File: src/rtl/wb_write_ctrl_if.sv
// Execute-to-writeback handshake plus the register-file write port and
// pending-write scoreboard, bundled for wb_write_ctrl.
interface wb_write_ctrl_if;
    logic         in_valid;
    logic         in_ready;
    logic [4:0]   in_addr;
    logic [0:127] in_data;
    logic [2:0]   in_ppp;
    logic [1:0]   in_ww;
    logic         wr_hold;
    logic         wren;
    logic [4:0]   wraddr;
    logic [0:127] wrdata;
    logic [15:0]  wrbyteen;
    logic [31:0]  pending;

    modport slave (
        input  in_valid, in_addr, in_data, in_ppp, in_ww, wr_hold,
        output in_ready, wren, wraddr, wrdata, wrbyteen, pending
    );

    modport master (
        output in_valid, in_addr, in_data, in_ppp, in_ww, wr_hold,
        input  in_ready, wren, wraddr, wrdata, wrbyteen, pending
    );
endinterface

File: src/rtl/wb_write_ctrl.sv
// Writeback initiator: buffers execute results, builds byte-write masks and
// issues one register-file write per cycle. WB_ZERO_R0_EN drops writes to r0.
module wb_write_ctrl #(
    parameter int DEPTH = 4
) (
    input logic          clk,
    input logic          rst_n,
    wb_write_ctrl_if.slave bus
);
    localparam int PTR_W = $clog2(DEPTH);
    localparam int CNT_W = PTR_W + 1;

    logic [4:0]       fifo_addr [DEPTH];
    logic [0:127]     fifo_data [DEPTH];
    logic [15:0]      fifo_mask [DEPTH];
    logic [PTR_W-1:0] rd_ptr;
    logic [PTR_W-1:0] wr_ptr;
    logic [CNT_W-1:0] count;

    logic             wren_q;
    logic [4:0]       wraddr_q;
    logic [0:127]     wrdata_q;
    logic [15:0]      wrbyteen_q;

    logic             accept;
    logic             drop;
    logic             push;
    logic             pop;
    logic [15:0]      in_mask;
    logic [31:0]      pending_c;
    logic [PTR_W-1:0] scan_idx;

    // Odd-element mask is the complement of the even-element one for the same width.
    function automatic logic [15:0] mask_for(input logic [2:0] ppp, input logic [1:0] ww);
        logic [15:0] even_mask;
        case (ww)
            2'b00:   even_mask = 16'h5555;
            2'b01:   even_mask = 16'h3333;
            2'b10:   even_mask = 16'h0f0f;
            default: even_mask = 16'h00ff;
        endcase
        case (ppp)
            3'b000:  mask_for = 16'hffff;
            3'b001:  mask_for = 16'h00ff;
            3'b010:  mask_for = 16'hff00;
            3'b011:  mask_for = even_mask;
            3'b100:  mask_for = ~even_mask;
            default: mask_for = 16'h0000;
        endcase
    endfunction

    assign bus.in_ready = rst_n && (count < CNT_W'(DEPTH));
    assign accept       = bus.in_valid && bus.in_ready;
    assign in_mask      = mask_for(bus.in_ppp, bus.in_ww);

`ifdef WB_ZERO_R0_EN
    assign drop = (bus.in_ppp > 3'd4) || (bus.in_addr == 5'd0);
`else
    assign drop = (bus.in_ppp > 3'd4);
`endif

    // Dropped results still complete the handshake; they just never occupy a slot.
    assign push = accept && !drop;
    assign pop  = (count != '0) && !bus.wr_hold;

    always_ff @(posedge clk) begin
        if (push) begin
            fifo_addr[wr_ptr] <= bus.in_addr;
            fifo_data[wr_ptr] <= bus.in_data;
            fifo_mask[wr_ptr] <= in_mask;
        end
    end

    always_ff @(posedge clk or negedge rst_n) begin
        if (!rst_n) begin
            wr_ptr <= '0;
            rd_ptr <= '0;
            count  <= '0;
        end else begin
            if (push) wr_ptr <= wr_ptr + PTR_W'(1);
            if (pop)  rd_ptr <= rd_ptr + PTR_W'(1);
            case ({push, pop})
                2'b10:   count <= count + CNT_W'(1);
                2'b01:   count <= count - CNT_W'(1);
                default: count <= count;
            endcase
        end
    end

    always_ff @(posedge clk or negedge rst_n) begin
        if (!rst_n) begin
            wren_q     <= 1'b0;
            wraddr_q   <= '0;
            wrdata_q   <= '0;
            wrbyteen_q <= '0;
        end else if (pop) begin
            wren_q     <= 1'b1;
            wraddr_q   <= fifo_addr[rd_ptr];
            wrdata_q   <= fifo_data[rd_ptr];
            wrbyteen_q <= fifo_mask[rd_ptr];
        end else begin
            wren_q     <= 1'b0;
            wraddr_q   <= '0;
            wrdata_q   <= '0;
            wrbyteen_q <= '0;
        end
    end

    // Occupied slots are the first `count` entries starting at the read pointer.
    always_comb begin
        pending_c = '0;
        scan_idx  = '0;
        for (int i = 0; i < DEPTH; i++) begin
            scan_idx = rd_ptr + PTR_W'(i);
            if (CNT_W'(i) < count) pending_c[fifo_addr[scan_idx]] = 1'b1;
        end
        if (wren_q) pending_c[wraddr_q] = 1'b1;
    end

    assign bus.wren     = wren_q;
    assign bus.wraddr   = wraddr_q;
    assign bus.wrdata   = wrdata_q;
    assign bus.wrbyteen = wrbyteen_q;
    assign bus.pending  = pending_c;
endmodule

File: src/flat_wrapper.sv
// flat-port wrapper written by rule: the top's interface ports become plain ports
module wb_write_ctrl_flat 
#(
    parameter int DEPTH = 4
)
  (clk, rst_n, bus_in_valid, bus_in_addr, bus_in_data, bus_in_ppp, bus_in_ww, bus_wr_hold, bus_in_ready, bus_wren, bus_wraddr, bus_wrdata, bus_wrbyteen, bus_pending);
  wb_write_ctrl_if bus_i ();
  input logic clk;
  input logic rst_n;
  input wire logic [$bits(bus_i.in_valid)-1:0] bus_in_valid;
  input wire logic [$bits(bus_i.in_addr)-1:0] bus_in_addr;
  input wire logic [$bits(bus_i.in_data)-1:0] bus_in_data;
  input wire logic [$bits(bus_i.in_ppp)-1:0] bus_in_ppp;
  input wire logic [$bits(bus_i.in_ww)-1:0] bus_in_ww;
  input wire logic [$bits(bus_i.wr_hold)-1:0] bus_wr_hold;
  output wire logic [$bits(bus_i.in_ready)-1:0] bus_in_ready;
  output wire logic [$bits(bus_i.wren)-1:0] bus_wren;
  output wire logic [$bits(bus_i.wraddr)-1:0] bus_wraddr;
  output wire logic [$bits(bus_i.wrdata)-1:0] bus_wrdata;
  output wire logic [$bits(bus_i.wrbyteen)-1:0] bus_wrbyteen;
  output wire logic [$bits(bus_i.pending)-1:0] bus_pending;
  assign bus_i.in_valid = bus_in_valid;
  assign bus_i.in_addr = bus_in_addr;
  assign bus_i.in_data = bus_in_data;
  assign bus_i.in_ppp = bus_in_ppp;
  assign bus_i.in_ww = bus_in_ww;
  assign bus_i.wr_hold = bus_wr_hold;
  assign bus_in_ready = bus_i.in_ready;
  assign bus_wren = bus_i.wren;
  assign bus_wraddr = bus_i.wraddr;
  assign bus_wrdata = bus_i.wrdata;
  assign bus_wrbyteen = bus_i.wrbyteen;
  assign bus_pending = bus_i.pending;
  wb_write_ctrl #(.DEPTH(DEPTH)) u_core (.clk(clk), .rst_n(rst_n), .bus(bus_i));
endmodule
File: config.mk
export PLATFORM = sky130hd
export DESIGN_NAME = wb_write_ctrl_flat
export DESIGN_NICKNAME = d
export VERILOG_FILES = /design/src/rtl/wb_write_ctrl_if.sv /design/src/rtl/wb_write_ctrl.sv /design/src/flat_wrapper.sv
export SDC_FILE = /design/constraint.sdc
export NUM_CORES = 1
export LEC_CHECK = 0
export ABC_AREA = 1
export CORE_AREA = 2 2 232 234
export DETAILED_ROUTE_END_ITERATION = 8
export DIE_AREA = 0 0 234 236
export PLACE_DENSITY = 0.78
export RECOVER_POWER = 100
export SETUP_SLACK_MARGIN = 0.05
export SYNTH_ARGS = -nofsm -noshare
export SYNTH_HDL_FRONTEND = slang
export SYNTH_SLANG_ARGS = --single-unit
File: constraint.sdc
create_clock -name clk -period 8.5 [get_ports clk]
set_input_delay 1.7 -clock clk [delete_from_list [all_inputs] [get_ports clk]]
set_output_delay 1.7 -clock clk [all_outputs]
set_load 0.05 [all_outputs]
; Word level (Yosys, flattened, before mapping)
; Memory sizes are Yosys's and may differ from the RTL's.
; Cells that the tools add are included.
[word_totals]
ff_bits = 157
ramBits = 596
inputBits = 142
wordCells = 84
memories = 3
[op_classes]
addsub = 6
magnitude_cmp = 16
n_eq_ne = 8
mux = 24
n_bitwise = 5
reduce_logical = 15
[mem_list]
columns = memory, depth, width, rd, rd_ports_with_merged_regs, write_ports, line
row1 = u_core.fifo_data, 4, 128, 1, 0, 1, wb_write_ctrl.sv:14  ; logic [0:127] fifo_data [DEPTH];
row2 = u_core.fifo_mask, 4, 16, 1, 0, 1, wb_write_ctrl.sv:15  ; logic [15:0] fifo_mask [DEPTH];
row3 = u_core.fifo_addr, 4, 5, 4, 0, 1, wb_write_ctrl.sv:13  ; logic [4:0] fifo_addr [DEPTH];
[op_table]
columns = op, count
row1 = $mux 32, 5
row2 = $mux 128, 1
row3 = $or 32x32->32, 4
row4 = $pmux 16 s5, 1
row5 = $pmux 15 s3, 1
row6 = $lt 5x6->1 const B, 5
row7 = $demux 1 s5, 5
row8 = $ge 5x1->1 const B, 5
row9 = $mux 16, 1
row10 = $not 15->16, 1
row11 = $logic_and 1x1->1, 9
row12 = $mux 1, 8
row13 = $eq 3x2->1 const B, 2
row14 = $lt 1x3->1 const A, 2
row15 = $lt 2x3->1 const A, 2
row16 = $pmux 3 s2, 1
row17 = $mux 5, 1
row18 = $add 2x1->2 const B, 2
row19 = $add 2x2->2 const B, 2
row20 = $eq 2x1->1 const B, 2
row21 = $eq 2x2->1 const B, 2
row22 = $add 3x1->3 const B, 1
row23 = $eq 3x1->1 const B, 1
row24 = $eq 3x3->1 const B, 1
row25 = other kinds (8), 9

; Depth between registers and ports, before layout
; An unclocked memory read counts as a cell.
[depth]
depth_word = 14
mapped_depth = 13

; Worst setup path after synthesis
; OpenSTA, ideal clock, no wires.
[synth_timing]
kind = input to register
start = input rst_n
end = memory u_core.fifo_addr[0][0], enable pin
arrival_time_ps = 9084
path_slack_ps = -1244
stages = 4
n_path_buf = 0
cell_sequence = inv_1 -> nor2_1 -> nand3_1 -> nor2_1
[synth_between]
elab_chain_cells = 5
[synth_rtl]
columns = element, line
row1 = start: declaration, flat_wrapper.sv:9  ; input logic rst_n;
row2 = $logic_and 1x1->1, wb_write_ctrl.sv:52  ; assign bus.in_ready = rst_n && (count < CNT_W'(DEPTH));
row3 = net bus_in_ready, flat_wrapper.sv:16  ; output wire logic [$bits(bus_i.in_ready)-1:0] bus_in_ready;
row4 = $logic_and 1x1->1, wb_write_ctrl.sv:53  ; assign accept = bus.in_valid && bus.in_ready;
row5 = $logic_and 1x1->1, wb_write_ctrl.sv:63  ; assign push = accept && !drop;
row6 = $mux 1, wb_write_ctrl.sv:67  ; if (push) begin
row7 = $mux 1 (implied by the code), wb_write_ctrl.sv:68  ; fifo_addr[wr_ptr] <= bus.in_addr;
row8 = end: declaration, wb_write_ctrl.sv:13
; The timed path passes the listed nets, and every way through them passes these cells.

; Worst setup path in the final report
[layout_timing]
start = input rst_n
end = memory u_core.fifo_data[1][64] in the netlist's numbering, enable pin
[layout_between]
elab_chain_cells = 5
[layout_rtl]
columns = element, line
row1 = $logic_and 1x1->1, wb_write_ctrl.sv:52
row2 = $logic_and 1x1->1, wb_write_ctrl.sv:53
row3 = $logic_and 1x1->1, wb_write_ctrl.sv:63
row4 = $mux 1, wb_write_ctrl.sv:67
row5 = $mux 1 (implied by the code), wb_write_ctrl.sv:69  ; fifo_data[wr_ptr] <= bus.in_data;
row6 = end: declaration, wb_write_ctrl.sv:14
; No other way between the ends.

==> results.md <==
* Avg Inst Size Synth at 13.58 µm²
* Worst Path Max Fanout at 44
* Via count at 19020
* Post-CTS Hold Fix Bufs at 0
* Endpoints failing hold at 0
* CTS H-tree lvls at 3
* Initial core utilization at 54.33%
* Switch share at 40.64%
* Mapped Cells at 2123
* Total of warnings raised by yosys at 0
* IO buf count at 324
* Post-CTS Resized at 0
* Crit end category: flop
* Worst-Skew Late Latency at 620 ps
* Commonest non-fill, non-tap cells in the layout: edfxtp_1 (596), nand3_1 (327), dlygate4sd3_1 (317)
* Seq/Total Area, Yosys at 75.69%
* Die Y-Extent at 236 µm
* Reg-to-reg endpoint: u_core.bus.wrbyteen[7]
* WHS Endpoint: u_core.count[0]
* Setup CP Type: primary input to flop
* Total track usage at 26.84%
* Met2 WL at 36940 µm
* Vias in the first global route at 19170
* Violated checks: max-capacitance violations, max-slew violations
* Setup bufs post-CTS at 0
* Largest net degree at the start of global routing at 150
* Worst-Margin Slew at 4216 ps
* Psw at 5.118 mW
* Util after Layout at 65.84%
* CTS tree: done
* CTS sink count at 753
* Status: finished with violations
* Area of the die at 55220 µm²
* Design area at 34940 µm²
* GP Congestion at 0.8591
* Mapped Area at 28840 µm²
* Setup violators final at 0
* FF+latch count, synth at 753
* Final Critical Period at 6910 ps
* Die width at 234 µm
* Slew HR at -181.1%
* CTS root buffer: clkbuf_16
* # IOs at 325
* Final worst slack at 1590 ps
* Commonest non-fill, non-tap cell in the layout: edfxtp_1
* Sequential share of power at 37.5%
* Max-cap viol count at 12
* Pwr dens at 360.5 nW/µm²
* Worst hold path type: flop to flop
* Unrepaired setup endpoints after global routing: false
* Via density per instance at 5.956
* Met1 wire length at 28940 µm
* Fraction of layout cells with a size suffix above 1 at 7.192%
* Gr ovfl total at 0
* Num CTS Buffers at 73
* Endpoint arrival time on the critical path at 7150 ps
* VDD IR-drop max at 0.3970 mV
* Worst hold stages at 1
* Starting DRT DRC Count at 1790
* R2R Setup Slk at 1620 ps
* Post-Syn Nets at 2280
* Post-DP HPWL at 42350 µm
* Dpl cell area at 32540 µm²
* Syn-to-layout area delta at 21.17%
* Skew final at 21.20 ps
* Final worst-path cycle share at 81.29%
* Max layer used: met5
* Dpl ws at 2791 ps
* Clk pwr share at 25.8%
* First-pass GRT wire length at 112100 µm
* Initial antenna violation count at 29
* Routed WL at 74150 µm
* Reg2Reg Depth at 6
* CP Data Required Time at 8740 ps
* Reg2reg start: u_core.rd_ptr[0]
* Metal3 WL at 5352 µm
* Overall Power at 12.59 mW
* Static Leakage at 12.76 nW
* Routed length per placed instance at 23.22 µm
* Max frequency at 144.7 MHz
* Hold_sp: u_core.count[0]
* Critical path launch point type: primary input
* Number of library cell types mapped by synthesis at 28
* Core box area at 53070 µm²
* Crit path from: rst_n
* Comb pwr share at 36.6%
* P_int at 7.476 mW
* Clock transition at path regs at 60 ps
* Row count at 85
* Routed Antenna Nets at 0
* Nets at 2571
* # DRC at 0
* Clock buffer depth at 3
* Fin. max-slew vios at 795
* FILL cells at 3737
* Drt first pass iters at 7
-- critical path, stage by stage --
cell and delay (ps):
clkbuf_1 1840, inv_1 310, nor2_1 350, nand3_1 480, nor2_2 1650, buf_4 740
-- Yosys cell counts --
master | number | area, µm²
nand2_1 | 262 | 983.4
buf_2 | 29 | 145.1
nand2_2 | 13 | 81.33
nor2_2 | 11 | 68.82
ha_1 | 15 | 187.7
a31oi_1 | 144 | 900.9
edfxtp_1 | 596 | 17900
nand2_4 | 1 | 11.26
buf_6 | 9 | 101.4
a22oi_1 | 146 | 1096
inv_1 | 41 | 153.9
o21ai_1 | 10 | 50.05
o32ai_1 | 1 | 8.760
o21ai_0 | 14 | 70.07
nand3_2 | 14 | 140.1
buf_1 | 2 | 7.510
inv_2 | 10 | 37.54
nor2_1 | 197 | 739.5
clkbuf_1 | 72 | 270.3
buf_4 | 14 | 105.1
inv_4 | 1 | 6.260
xor2_1 | 3 | 26.28
nor3_1 | 10 | 50.05
nand3_1 | 327 | 1637
dfrtp_1 | 157 | 3929
a21oi_2 | 1 | 8.760
a21oi_1 | 21 | 105.1
xnor2_1 | 2 | 17.52
-- per-layer routing --
metal  vias up  global-route usage [%]
met3       170                   6.008
met1      9562                   35.08
met2       779                   43.30
li1       8487                       -
met5         -                       0
met4        20                   11.72
-- final cells by class --
| cell class | instances | area [µm²] | share of cell area (%) |
|---|---|---|---|
| sequential | 753 | 21830 | 62.48 |
| multi-input combinational | 1192 | 6196 | 17.73 |
| timing repair buffer | 342 | 3372 | 9.651 |
| clock buffer | 106 | 2085 | 5.966 |
| tap | 696 | 870.8 | 2.492 |
| clock inverter | 30 | 321.6 | 0.9204 |
| inverter | 52 | 207.7 | 0.5945 |
| antenna | 22 | 55.05 | 0.1576 |
-- registers in the layout, summed over array words and instances (netlist names) --
register             cells
u_core.fifo_addr        20
u_core.fifo_mask        64
u_core.wr_ptr            2
u_core.bus.wren          1
u_core.rd_ptr            2
u_core.fifo_data       512
u_core.bus.wraddr        5
u_core.count             3
u_core.bus.wrbyteen     16
u_core.bus.wrdata      128
-- cells by family (layout without fill, tap and decap cells) --
| logic type | after synthesis | in the layout | share of synthesized area [%] |
|---|---|---|---|
| compound gates | 337 | 337 | 7.767 |
| xor+xnor | 5 | 5 | 0.1519 |
| fa+ha+maj | 15 | 15 | 0.6509 |
| buf+inv | 178 | 530 | 2.868 |
| flops | 753 | 753 | 75.69 |
| other cells | 0 | 22 | 0 |
| simple gates | 835 | 835 | 12.87 |
-- through the flow --
step / TNS, ps / cells / hold slack (ps)
after CTS: 0 / 3171 / 516.2
after floorplan: -741220 / 2123 / 473.3
final: 0 / 3193 / 512.4
after global placement: 0 / 3035 / 492.7
after detailed placement: 0 / 3035 / 503.5
after global routing: 0 / 3187 / 533.8
-- worst max-delay path by stage --
| stage | to | depth (start not counted) |
|---|---|---|
| detailed placement | u_core.fifo_data[1][61] | 7 |
| global placement | bus_pending[19] | 10 |
| CTS | bus_pending[15] | 10 |
| floorplan | u_core.fifo_addr[0][0] | 4 |
| global route | u_core.fifo_data[1][64] | 6 |
| finish | u_core.fifo_data[1][64] | 6 |
-- power groups by stage --
| stage | registers [mW] | logic, mW | clock network (mW) |
|---|---|---|---|
| 3_5_place_dp | 4.80 | 4.73 | 0 |
| 4_1_cts | 4.74 | 4.75 | 3.28 |
| 3_3_place_gp | 4.79 | 4.67 | 0 |
| 2_1_floorplan | 5.69 | 2.27 | 0 |
| 6_report | 4.73 | 4.61 | 3.25 |
| 5_1_grt | 4.77 | 4.92 | 3.45 |
Note: power is estimated with default switching activity, not from simulation.
